## config.mk

```make
export PLATFORM = sky130hd
export DESIGN_NAME = powlib_dpram_fifoctrl
export DESIGN_NICKNAME = d
export VERILOG_FILES = /design/src/rtl/powlib_dpram_fifoctrl_pkg.sv /design/src/rtl/powlib_dpram_fifoctrl_cntr.sv /design/src/rtl/powlib_dpram_fifoctrl.sv
export SDC_FILE = /design/constraint.sdc
export NUM_CORES = 1
export LEC_CHECK = 0
export ABC_AREA = 1
export BUFFER_PORTS_ARGS = -buffer_cell sky130_fd_sc_hd__clkbuf_2
export CORE_MARGIN = 5
export CORE_UTILIZATION = 35
export CTS_CLUSTER_SIZE = 16
export DETAILED_ROUTE_END_ITERATION = 7
export PLACE_DENSITY = 0.67
export SYNTH_ARGS = -nofsm -noshare
export SYNTH_HDL_FRONTEND = slang
export SYNTH_SLANG_ARGS = --single-unit
```

## constraint.sdc

```tcl
create_clock -name clk -period 2.6 [get_ports clk]
set_input_delay 0.13 -clock clk [delete_from_list [all_inputs] [get_ports clk]]
set_output_delay 0.13 -clock clk [all_outputs]
set_load 0.01 [all_outputs]
```

## src/rtl/powlib_dpram_fifoctrl_pkg.sv

```systemverilog
// powlib_dpram_fifoctrl_pkg: shared sizing helper for the dpram FIFO controller
package powlib_dpram_fifoctrl_pkg;
  function automatic int powlib_clogb2(input int v);
    int r;
    r = 0;
    while ((1 << r) < v) r++;
    return (r < 1) ? 1 : r;
  endfunction
endpackage

```

## src/rtl/powlib_dpram_fifoctrl_cntr.sv

```systemverilog
// powlib_dpram_fifoctrl_cntr: index counter that advances on adv and wraps from D-1 to 0
module powlib_dpram_fifoctrl_cntr #(
  parameter int D = 8,
  parameter int W = 3
) (
  input  logic         clk,
  input  logic         rst,
  input  logic         clr,
  input  logic         adv,
  output logic [W-1:0] val
);
  localparam logic [W-1:0] LAST = W'(D - 1);
  always_ff @(posedge clk)
    if (!rst || clr) val <= '0;
    else if (adv) val <= (val == LAST) ? '0 : val + W'(1);
endmodule

```

## src/rtl/powlib_dpram_fifoctrl.sv

```systemverilog
// powlib_dpram_fifoctrl: sequences a registered-read dual-port RAM as a first-word-fall-through FIFO
module powlib_dpram_fifoctrl
  import powlib_dpram_fifoctrl_pkg::*;
#(
  parameter int D    = 8,
  parameter int WIDX = powlib_clogb2(D),
  parameter int WCNT = powlib_clogb2(D + 1),
  parameter int AF   = D - 1
) (
  input  logic            clk,
  input  logic            rst,
  input  logic            clr,
  input  logic            invld,
  output logic            inrdy,
  output logic            outvld,
  input  logic            outrdy,
  output logic [WIDX-1:0] ram_wridx,
  output logic            ram_wrvld,
  output logic [WIDX-1:0] ram_rdidx,
  output logic            ram_rdrdy,
  output logic [WCNT-1:0] cnt,
  output logic            empty,
  output logic            af
);
  localparam logic [WCNT-1:0] FULL = WCNT'(D);
  localparam logic [WCNT-1:0] AFC  = WCNT'(AF);
  logic flush, push, issue, pop;
  assign flush     = !rst || clr;
  assign inrdy     = cnt != FULL;
  assign push      = invld && inrdy && !flush;
  // issue refills rddata whenever the head slot is free or being consumed this cycle
  assign issue     = (cnt != '0) && (!outvld || outrdy) && !flush;
  assign pop       = outvld && outrdy;
  assign ram_wrvld = push;
  assign ram_rdrdy = issue;
  assign empty     = (cnt == '0) && !outvld;
  assign af        = cnt >= AFC;
  always_ff @(posedge clk)
    if (flush) begin
      cnt    <= '0;
      outvld <= 1'b0;
    end else begin
      cnt    <= cnt + WCNT'(push) - WCNT'(issue);
      outvld <= issue ? 1'b1 : pop ? 1'b0 : outvld;
    end
  powlib_dpram_fifoctrl_cntr #(.D(D), .W(WIDX)) u_wr (
    .clk(clk), .rst(rst), .clr(clr), .adv(push), .val(ram_wridx)
  );
  powlib_dpram_fifoctrl_cntr #(.D(D), .W(WIDX)) u_rd (
    .clk(clk), .rst(rst), .clr(clr), .adv(issue), .val(ram_rdidx)
  );
endmodule

```

* Word-level counts from Yosys, hierarchy flattened *
Cells that the tools add are included.

storage, ports and cells
  memory bits (writable) = 0
  latch bits = 0
  bits in read-only memories = 0
  register bits after elaboration = 11
  bits of input ports = 5
  memories kept = 0

cells by class
  $add $sub $neg = 4
  bitwise gates (word level) = 0
  multiplexer cells = 4
  eq/ne operators = 3
  reductions and logical operators = 14
  multipliers = 0
  shifts and indexed selects = 0
  divide/modulo/power cells = 0
  magnitude comparators = 1

operators with widths
  kind                                                                   number
  3-bit by 1-bit adder with 3-bit output, second input constant          2
  3-bit equality test, second input constant                             2
  1-bit logical AND                                                      6
  3-bit 2-to-1 mux                                                       2
  4-bit by 1-bit adder with 4-bit output                                 1
  4-bit by 3-bit >= comparator with 1-bit output, second input constant  1
  4-bit logical NOT                                                      1
  4-bit != test, second input constant                                   1
  4-bit nonzero test                                                     1
  4-bit by 1-bit subtractor with 4-bit output                            1
  1-bit logical NOT                                                      3
  1-bit logical OR                                                       2
  1-bit 2-to-1 mux                                                       2
  2-bit nonzero test                                                     1

* Depth between registers and ports, before layout *
Gate-level depths: netlist of run 1.

  word-level depth = 6
  depth in mapped cells = 12
  depth with buffers taken out = 12

* Cells and area by module *
From an unflattened synthesis of run 1, not the netlist that was laid out.

unflattened totals
  cell total of the unflattened synthesis = 91
  area, all modules = 678.2 µm²

by module, submodules not included
  module                      area an instance (µm²)  instances  cells each
  powlib_dpram_fifoctrl       390.4                   1          53
  powlib_dpram_fifoctrl_cntr  143.9                   2          19

* Worst setup path after synthesis of run 1 *
Ideal clock, no wire load.

  path type = reg2reg
  start = reg cnt[2]
  end = reg cnt[1]
  period minus slack after synthesis = 1.965 ns
  library setup time = 0.114 ns
  path slack = 0.635 ns
  required time = 2.486 ns
  arrival time = 1.850 ns
  stages on the path, launching flop included = 12
  path through = dfxtp_1 -> inv_1 -> ha_1 -> nand2_2 -> nand2_1 -> inv_2 -> ha_1 -> inv_1 -> ha_1 -> fa_1 -> inv_1 -> nor2_1

between the ends
  elaborated cells between the ends (all ways) = 8
  classes of those cells = 2 x add/sub; 1 x eq/ne; 5 x reduce/logical

RTL lines
  element                                      RTL line                     text
  start: declaration                           powlib_dpram_fifoctrl.sv:21  output logic [WCNT-1:0] cnt,
  start signal: assignment                     powlib_dpram_fifoctrl.sv:43  cnt <= cnt + WCNT'(push) - WCNT'(issue);
  4-bit nonzero test                           powlib_dpram_fifoctrl.sv:32  assign issue = (cnt != '0) && (!outvld || outrdy) && !flush;
  1-bit logical AND (2 in series)              powlib_dpram_fifoctrl.sv:32
  named net ram_rdrdy                          powlib_dpram_fifoctrl.sv:20  output logic ram_rdrdy,
  4-bit by 1-bit subtractor with 4-bit output  powlib_dpram_fifoctrl.sv:43

The timed path passes the listed nets, and every way through them passes these cells.
A chain may end at the register's enable or synchronous reset.

* Worst setup path after layout of run 1 *
  start = reg cnt[2]
  end = reg cnt[2]

between the ends
  cells in the longest elaborated chain, start to end = 5
  elaborated cells between the ends (all ways) = 8
  classes of those cells = 2 x add/sub; 1 x eq/ne; 5 x reduce/logical

ends and longest elaborated chain
  element                                          RTL line                     text
  4-bit != test                                    powlib_dpram_fifoctrl.sv:29  assign inrdy = cnt != FULL;
  1-bit logical AND (2 in series)                  powlib_dpram_fifoctrl.sv:30  assign push = invld && inrdy && !flush;
  4-bit by 1-bit adder with 4-bit output           powlib_dpram_fifoctrl.sv:43
  4-bit by 1-bit subtractor with 4-bit output (*)  powlib_dpram_fifoctrl.sv:43

Mark *: on every way between the ends. The rest lies on a longest branch, timed or not.

==> metrics.md, run 1 <==
| Metric | Value |
|---|---|
| Worst Setup Path Type | `register to register` |
| Global-route wire length before repair | `2280 um` |
| # Post-CTS Setup Buffers | `0` |
| Die width | `54.3 um` |
| Synth area leaders | `dfxtp_1 (32%), ha_1 (20%), inv_1 (10%)` |
| Clk buf depth | `2` |
| Hold Fails Final Rpt | `0` |
| Largest net degree at the start of global routing | `9` |
| Cts hold-fix bufs | `0` |
| Peak Freq | `487 MHz` |
| Synth Instances | `94` |
| Max-Slew Margin vs Limit | `0.876` |
| TNS Setup | `0 ns` |
| Synth cell types | `16` |
| Ys Warns | `0` |
| CP Data Required Time | `2.76 ns` |
| Area Overhead vs Synth | `23.3%` |
| CTS Buf Count | `3` |
| Power share of the clock group | `0.324` |
| Slew Viols, Final | `0` |
| Total wire length | `1410 um` |
| Clock root buffer | `clkbuf_4` |
| Skew final | `0.00130 ns` |
| Leakage | `0.000464 uW` |
| Hpwl dp | `1140 um` |
| End-of-flow core utilization | `0.441` |
| First DRT Iteration DRCs | `1` |
| #FFs+latches synth | `11` |
| Most frequent cells in the layout | `clkbuf_2 (20), inv_1 (19), nor2_1 (16), nand2_1 (15)` |
| CTS tree | `yes` |
| Floorplan core area | `1920 um^2` |
| Mapped Nets | `111` |
| Least-Margin Pin Slew | `0.185 ns` |
| GRT overflow | `0` |
| Top-area cell type share of the netlist area | `0.320` |
| Critical path capture point type | `register` |
| DIE HEIGHT | `54.3 um` |
| WL per Instance | `9.70 um` |
| Avg Inst Size Synth | `7.32 um^2` |
| Pwr Density | `425 nW/um^2` |
| CTS H-tree depth | `1` |
| Min-Delay Path Class | `input pin to register` |
| Clock slew at reported path FFs | `0.07 ns` |
| Switch share | `0.281` |
| Port buffer count | `20` |
| Psw | `101 uW` |
| DRC Markers | `0` |
| Total track usage | `0.112` |
| Sequential-to-total area share from yosys stat | `0.320` |
| Ant. Diodes | `0` |
| I/O pins | `21` |
| Internal Power | `259 uW` |
| Starting Density | `0.358` |
| Final Cycle Share | `0.790` |
| Logic pwr share | `0.180` |
| Commonest non-fill, non-tap cell in the layout | `clkbuf_2` |
| Synthesized cell area | `688 um^2` |
| Synth area leader | `dfxtp_1` |
| Fin crit period | `2.05 ns` |
| Startpoint types | `register` |
| Clk Latency, worst-skew pair | `0.27 ns` |
| Initial antenna violation count | `0` |
| Via count | `618` |
| Max-cap violation count | `0` |
| DIE AREA | `2950 um^2` |
| Sequential share of power | `0.496` |
| CP Max Fanout | `5` |
| Status | `finished, final reports clean` |
| Number of global-route vias before repair | `578` |
| Share of layout cells above drive strength 1 | `0.271` |
| RSZ-0062 raised after global routing | `false` |
| Max IR drop VDD | `0.194 mV` |
| Clock sink total | `11` |
| Post-CTS sizing | `0` |
| Routed Antenna Nets | `0` |
| NumNets Final | `136` |
| Vias per cell | `4.26` |
| # setup viols final | `0` |
| Arrival time at the worst endpoint | `2.22 ns` |
| TritonRoute pass-1 iters | `3` |
| Cell Rows | `16` |
| Gpl congestion | `0.787` |
-- cell usage after synthesis --
library cell / instances
nand3_2: 1
clkinv_2: 1
nand3_1: 6
dfxtp_1: 11
o21bai_1: 1
nand2_2: 5
fa_1: 1
nand2_1: 15
nor2_2: 1
o21ai_0: 1
inv_1: 19
nor2_1: 16
a21oi_1: 3
xnor2_1: 1
inv_2: 1
ha_1: 11
-- cells by family after synthesis --
group                    synth area share
buffers and inverters               0.116
adder cells (fa/ha/maj)             0.229
flip-flops                          0.320
AND/OR/NAND/NOR                     0.282
XOR/XNOR                           0.0127
AO/OA/AOI/OAI                      0.0400
-- final timing paths --
kind	start	slack, ns	cells after the start	to
setup / recovery	cnt[2]	0.55	11	cnt[2]
hold / removal	rst	0.16	3	cnt[1]
setup reg to reg	cnt[2]	0.55	11	cnt[2]
hold reg to reg	u_rd.val[2]	0.49	2	u_rd.val[2]
-- flip-flops by register name, summed over array words and instances (netlist names) --
register / flops
u_rd.val: 3
outvld: 1
u_wr.val: 3
cnt: 4
-- per-stage QoR --
step | area, um^2 | instances | setup slack [ns] | total power, uW | hold slack, ns
after floorplan | 688 | 94 | 0.635 | 225 | 0.311
after global placement | 822 | 141 | 0.610 | 246 | 0.447
after detailed placement | 822 | 141 | 0.566 | 248 | 0.445
after CTS | 848 | 145 | 0.520 | 370 | 0.146
after global routing | 848 | 145 | 0.383 | 384 | 0.168
final | 848 | 145 | 0.546 | 360 | 0.156
-- worst max-delay path, cell delays in order, from the launching register on --
cell	delay, ns
dfxtp_1	0.33
inv_1	0.12
ha_1	0.18
nand2_2	0.10
nand2_1	0.10
inv_2	0.05
ha_1	0.27
inv_1	0.04
ha_1	0.20
fa_1	0.38
xnor2_1	0.15
nor2_1	0.05
-- power by group through the flow --
stage	clock network [uW]	registers, uW	logic [uW]
finish	117	179	64.7
global route	131	179	73.9
CTS	126	179	65.9
detailed placement	0	183	65.2
global placement	0	182	63.7
floorplan	0	184	41.0
-- layout make-up --
class                           count  area (um^2)
Clock buffer                        4         26.3
Fill cell                         217         1070
Inverter                           21         80.1
Multi-Input combinational cell     62          388
Sequential cell                    11          220
Tap cell                           27         33.8
Timing Repair Buffer               20          100
-- routing by layer --
metal	vias to the layer above	share of wire	track usage
met5	-	0	0
met4	0	0.030	0.0871
met3	5	0.066	0.0327
met2	16	0.45	0.179
met1	265	0.46	0.122
li1	332	-	-
Note: power is estimated with default switching activity, not from simulation.
==> run 2, diff against run 1 <==
- clock period: 2.6 -> 2.1 ns (I/O delays scaled with it)
==> run 2 against run 1 <==
- non-clock buffer count increased by 2
- setup slack got worse by 0.43 ns
- fmax increased by 3.8%
- sequential share of layout area decreased by 0.64 points
- critical endpoint is now cnt[1]
- worst hold slack got worse by 0.021 ns
- clock power increased by 24%
- global-route usage increased by 0.11 points
- register-to-register slack got worse by 0.43 ns
- design area increased by 3.1%
- core utilization increased by 1.4 points
- first-iteration DRC count increased to 9.0 times the previous value
- via count increased by 3.1%
==> metrics.md, run 2 (synthesis gave the netlist of run 1 again) <==
| Metric | Value |
|---|---|
| Status | `finished, final reports clean` |
| NumNets Final | `138` |
| Delay of the slowest critical-path stage | `0.53 ns` |
| Hold Fails Final Rpt | `0` |
| Skew final | `0.00340 ns` |
| Routed Antenna Nets | `0` |
| Ant. Diodes | `0` |
| Arrival time at the worst endpoint | `2.19 ns` |
| Pwr Density | `514 nW/um^2` |
| DIE HEIGHT | `54.3 um` |
| I/O pins | `21` |
| Slowest cell on crit path | `fa_2` |
| Starting Density | `0.358` |
| Floorplan core area | `1920 um^2` |
| CP Cell Sequence | `inv_2 > ha_2 > nand2_2 > nand2_2 > inv_2 > ha_1 > inv_1 > ha_2 > fa_2 > inv_1 > nor2_1` |
| RSZ-0062 raised after global routing | `false` |
| GRT overflow | `0` |
| DRC Markers | `0` |
| Final Cycle Share | `0.943` |
| First DRT Iteration DRCs | `9` |
| Clk Latency, worst-skew pair | `0.27 ns` |
| Fill cells | `210` |
| End-of-flow core utilization | `0.455` |
| Clock root buffer | `clkbuf_4` |
| Most frequent cells in the layout | `clkbuf_2 (20), inv_1 (17), nor2_1 (16), nand2_1 (14), dfxtp_1 (10)` |
| Die width | `54.3 um` |
| Leakage | `0.000472 uW` |
| # setup viols final | `0` |
| Fin area | `875 um^2` |
| Commonest non-fill, non-tap cell in the layout | `clkbuf_2` |
| Post-CTS sizing | `0` |
| Sequential Area | `221 um^2` |
| Largest registers | `cnt x4, u_rd.val x3, u_wr.val x3` |
| Critical path capture point type | `register` |
| Initial antenna violation count | `0` |
| CP Data Required Time | `2.31 ns` |
| CTS Buf Count | `3` |
| Placement Cell Area | `837 um^2` |
| Least-Margin Pin Slew | `0.170 ns` |
| Worst Setup Path Type | `register to register` |
| DIE AREA | `2950 um^2` |
| TNS Setup | `0 ns` |
| CTS tree | `yes` |
| Min-Delay Path Class | `input pin to register` |
| Fin crit period | `1.98 ns` |
| CP Max Fanout | `5` |
| Vias per cell | `4.33` |
| Max-Slew Margin vs Limit | `0.887` |
| # Post-CTS Setup Buffers | `0` |
| Max IR drop VDD | `0.268 mV` |
| Slew Viols, Final | `0` |
| Port buffer count | `20` |
| Max reg flops | `4` |
| Clock slew at reported path FFs | `0.07 ns` |
| Largest net degree at the start of global routing | `9` |
| Global-route wire length before repair | `2360 um` |
| Number of global-route vias before repair | `603` |
| Hpwl dp | `1190 um` |
| Via count | `637` |
| CTS H-tree depth | `1` |
| Startpoint types | `register` |
| WL per Instance | `9.48 um` |
| Max-cap violation count | `0` |
| Cts hold-fix bufs | `0` |
| Clk buf depth | `2` |
| Total wire length | `1390 um` |
| Share of layout cells above drive strength 1 | `0.342` |
| Cell Rows | `16` |
| TritonRoute pass-1 iters | `3` |
| Peak Freq | `505 MHz` |
| Largest delay share family, worst path | `adder cells` |
| Footprint of the multi-input gates | `398 um^2` |
| WHS | `0.136 ns` |
| Gpl congestion | `0.792` |
| Register bank with the most flops | `cnt` |
| Total track usage | `0.113` |
| Area Overhead vs Synth | `27.1%` |
| Clock sink total | `11` |
| WP buf/inv | `4` |
[run 2: cell types whose count changed in the layout (fill, tap and decap cells not counted), moves of 2 or more]
cell   previous run  this run
ha_1             11         9
inv_2             1         3
buf_4             0         2
inv_1            19        17
ha_2              0         2
[run 2: final cells by class]
cell class | count | area share
Inverter | 21 | 0.0916
Clock buffer | 4 | 0.0300
Sequential cell | 11 | 0.253
Multi-Input combinational cell | 62 | 0.455
Tap cell | 27 | 0.0386
Timing Repair Buffer | 22 | 0.132
[run 2: worst paths after layout]
check	startpoint	end	slack [ns]	cells after the start
setup / recovery	cnt[2]	cnt[1]	0.12	11
hold / removal	rst	cnt[0]	0.14	3
setup reg to reg	cnt[2]	cnt[1]	0.12	11
hold reg to reg	u_rd.val[2]	u_rd.val[2]	0.49	2
[run 2: worst reg2reg max path, stage by stage, from the launching register on]
cell and delay (ns):
dfxtp_2 0.34, inv_2 0.07, ha_2 0.17, nand2_2 0.08
nand2_2 0.08, inv_2 0.05, ha_1 0.27, inv_1 0.04
ha_2 0.18, fa_2 0.53, inv_1 0.04, nor2_1 0.09
[run 2: through the flow]
step / instances / power, uW / worst slack [ns]
after floorplan: 94 / 279 / 0.135
after global placement: 143 / 307 / 0.106
after detailed placement: 143 / 309 / 0.0532
after CTS: 147 / 459 / 0.0366
after global routing: 147 / 479 / 0.00545
final: 147 / 450 / 0.121
[run 2: routing by layer]
layer	track usage	vias to the layer above	wire length [um]
met2	0.187	15	652
met5	0	-	0
met3	0.0354	4	83
met4	0.0747	0	23
li1	-	336	-
met1	0.122	282	635
[run 2: power breakdown]
group / internal (uW) / total (uW) / switching [uW]
clock network: 73.6 / 145 / 71.6
registers: 215 / 221 / 5.65
logic: 34.3 / 83.7 / 49.3
==> run 3, diff against run 2 <==
- SETUP_SLACK_MARGIN: default -> 0.5
==> run 3 against run 2 <==
- sequential share of layout area is 2.5 points lower
- total power is 6.6% higher
- via count is 3.8% higher
- cell count is 4.8% higher
- first-iteration DRC count is 78% lower
- critical path type unchanged
- flip-flop and latch count stayed put
==> metrics.md, run 3 (synthesis gave the netlist of run 1 again) <==
| Metric | Value |
|---|---|
| Status | `finished, final reports clean` |
| CP Cell Sequence | `inv_2 > ha_4 > nand2_4 > nand2_4 > inv_4 > ha_4 > inv_2 > ha_4 > fa_2 > inv_1 > nor2_1` |
| Least-Margin Pin Slew | `0.194 ns` |
| Sequential share of power | `0.461` |
| Logic pwr share | `0.224` |
| Skew final | `0.000909 ns` |
| Total track usage | `0.124` |
| Hold Fails Final Rpt | `0` |
| Slowest cell on crit path | `fa_2` |
| Global-route wire length before repair | `2540 um` |
| Startpoint types | `register` |
| Peak Freq | `554 MHz` |
| Register bank with the most flops | `cnt` |
| CTS H-tree depth | `1` |
| Placed cells | `141` |
| Vias per cell | `4.29` |
| First DRT Iteration DRCs | `2` |
| DIE AREA | `2950 um^2` |
| CP endpoint | `cnt[1]` |
| Arrival time at the worst endpoint | `2.02 ns` |
| Slew Viols, Final | `0` |
| TNS Setup | `0 ns` |
| Tot Pwr | `479 uW` |
| Share of layout cells above drive strength 1 | `0.472` |
| Power share of the clock group | `0.315` |
| Total wire length | `1580 um` |
| Fin crit period | `1.80 ns` |
| I/O pins | `21` |
| CP Data Required Time | `2.31 ns` |
| Worst Setup Path Type | `register to register` |
| Most frequent cells in the layout | `clkbuf_2 (20), inv_1 (14), nor2_1 (14), nand2_1 (14), buf_4 (9)` |
| CP Max Fanout | `2` |
| # setup viols final | `0` |
| Largest delay share family, worst path | `adder cells` |
| Worst r2r src | `cnt[3]` |
| Switch share | `0.298` |
| Dpl ws | `0.218 ns` |
| Clk Latency, worst-skew pair | `0.28 ns` |
| Final Cycle Share | `0.859` |
| Die width | `54.3 um` |
| Hpwl dp | `1220 um` |
| CTS Buf Count | `3` |
| Routed Antenna Nets | `0` |
| TritonRoute pass-1 iters | `2` |
| Cts hold-fix bufs | `0` |
| Pwr Density | `477 nW/um^2` |
| DRC Markers | `0` |
| Final Non-Filler Cells | `154` |
| Largest net degree at the start of global routing | `9` |
| Via count | `661` |
| Cell Rows | `16` |
| Delay of the slowest critical-path stage | `0.51 ns` |
| Max-Slew Margin vs Limit | `0.869` |
| CTS tree | `yes` |
| R2r setup slk | `0.30 ns` |
| Internal Power | `336 uW` |
| Fill cells | `193` |
| Area Overhead vs Synth | `46.0%` |
| Max reg flops | `4` |
| GRT overflow | `0` |
| Clk buf depth | `2` |
| Launch point of the critical path | `cnt[3]` |
| Gpl congestion | `0.764` |
| WP buf/inv | `4` |
| Port buffer count | `20` |
| Largest registers | `cnt x4, u_rd.val x3, u_wr.val x3` |
| Worst R2R Path Depth | `11` |
| Clock root buffer | `clkbuf_4` |
| RSZ-0062 raised after global routing | `true` |
| Commonest non-fill, non-tap cell in the layout | `clkbuf_2` |
| NumNets Final | `145` |
| Number of global-route vias before repair | `613` |
| Starting Density | `0.358` |
| Max-cap violation count | `0` |
| WL per Instance | `10.3 um` |
| Most used cell, CP | `ha_4` |
| Leakage | `0.000525 uW` |
| Clock slew at reported path FFs | `0.07 ns` |
| Floorplan core area | `1920 um^2` |
| DIE HEIGHT | `54.3 um` |
| Max IR drop VDD | `0.286 mV` |
| Worst setup margin | `0.295 ns` |
| Min-Delay Path Class | `input pin to register` |
| Reg2reg end | `cnt[1]` |
| Critical path capture point type | `register` |
| Critical path depth | `11` |
| Psw | `143 uW` |
| Ant. Diodes | `0` |
| Clock sink total | `11` |
| Initial antenna violation count | `0` |
run 3: how the worst min path moves through the flow:
stage	slack (ns)	depth (start not counted)	startpoint	end
5_1_grt	0.14	3	rst	cnt[0]
2_1_floorplan	0.28	2	rst	cnt[0]
6_report	0.13	3	rst	cnt[0]
3_5_place_dp	0.42	3	rst	cnt[0]
3_3_place_gp	0.42	3	rst	cnt[0]
4_1_cts	0.13	3	rst	cnt[0]
run 3: worst reg2reg max path: stages (launching register included):
cell     delay, ns
dfxtp_2       0.32
inv_2         0.07
ha_4          0.14
nand2_4       0.05
nand2_4       0.06
inv_4         0.04
ha_4          0.24
inv_2         0.03
ha_4          0.15
fa_2          0.51
inv_1         0.04
nor2_1        0.09
run 3: final cells by class:
type / count / area [um^2] / area share
well taps: 27 / 33.8 / 0.0336
multi-input cells: 62 / 463 / 0.461
repair buffers: 29 / 168 / 0.167
flip-flops and latches: 11 / 229 / 0.228
inverters: 21 / 85.1 / 0.0847
clock buffers: 4 / 26.3 / 0.0262
run 3: metal layers:
metal / wire (um) / track usage
met2: 833 / 0.223
met4: 44 / 0.0871
met1: 613 / 0.118
met5: 0 / 0
met3: 94 / 0.0409
run 3: per-stage QoR:
stage           util  hold WS, ns  area (um^2)
2_1_floorplan      -        0.281          749
3_3_place_gp   0.460        0.419          883
3_5_place_dp   0.460        0.419          883
4_1_cts        0.498        0.135          957
5_1_grt        0.523        0.144         1000
6_report       0.523        0.132         1000
run 3: power groups by stage:
stage	Clock, uW	Combinational (uW)	Sequential, uW
after floorplan	0	60.6	229
after global placement	0	89.2	227
after detailed placement	0	91.6	227
after CTS	155	101	222
after global routing	168	122	222
final	151	108	221
run 3: what timing repair did:
item,CTS,global route
endpoints found under the setup margin,3,4
pin swaps,5,6
gates resized for setup,3,7
buffers inserted,5,4
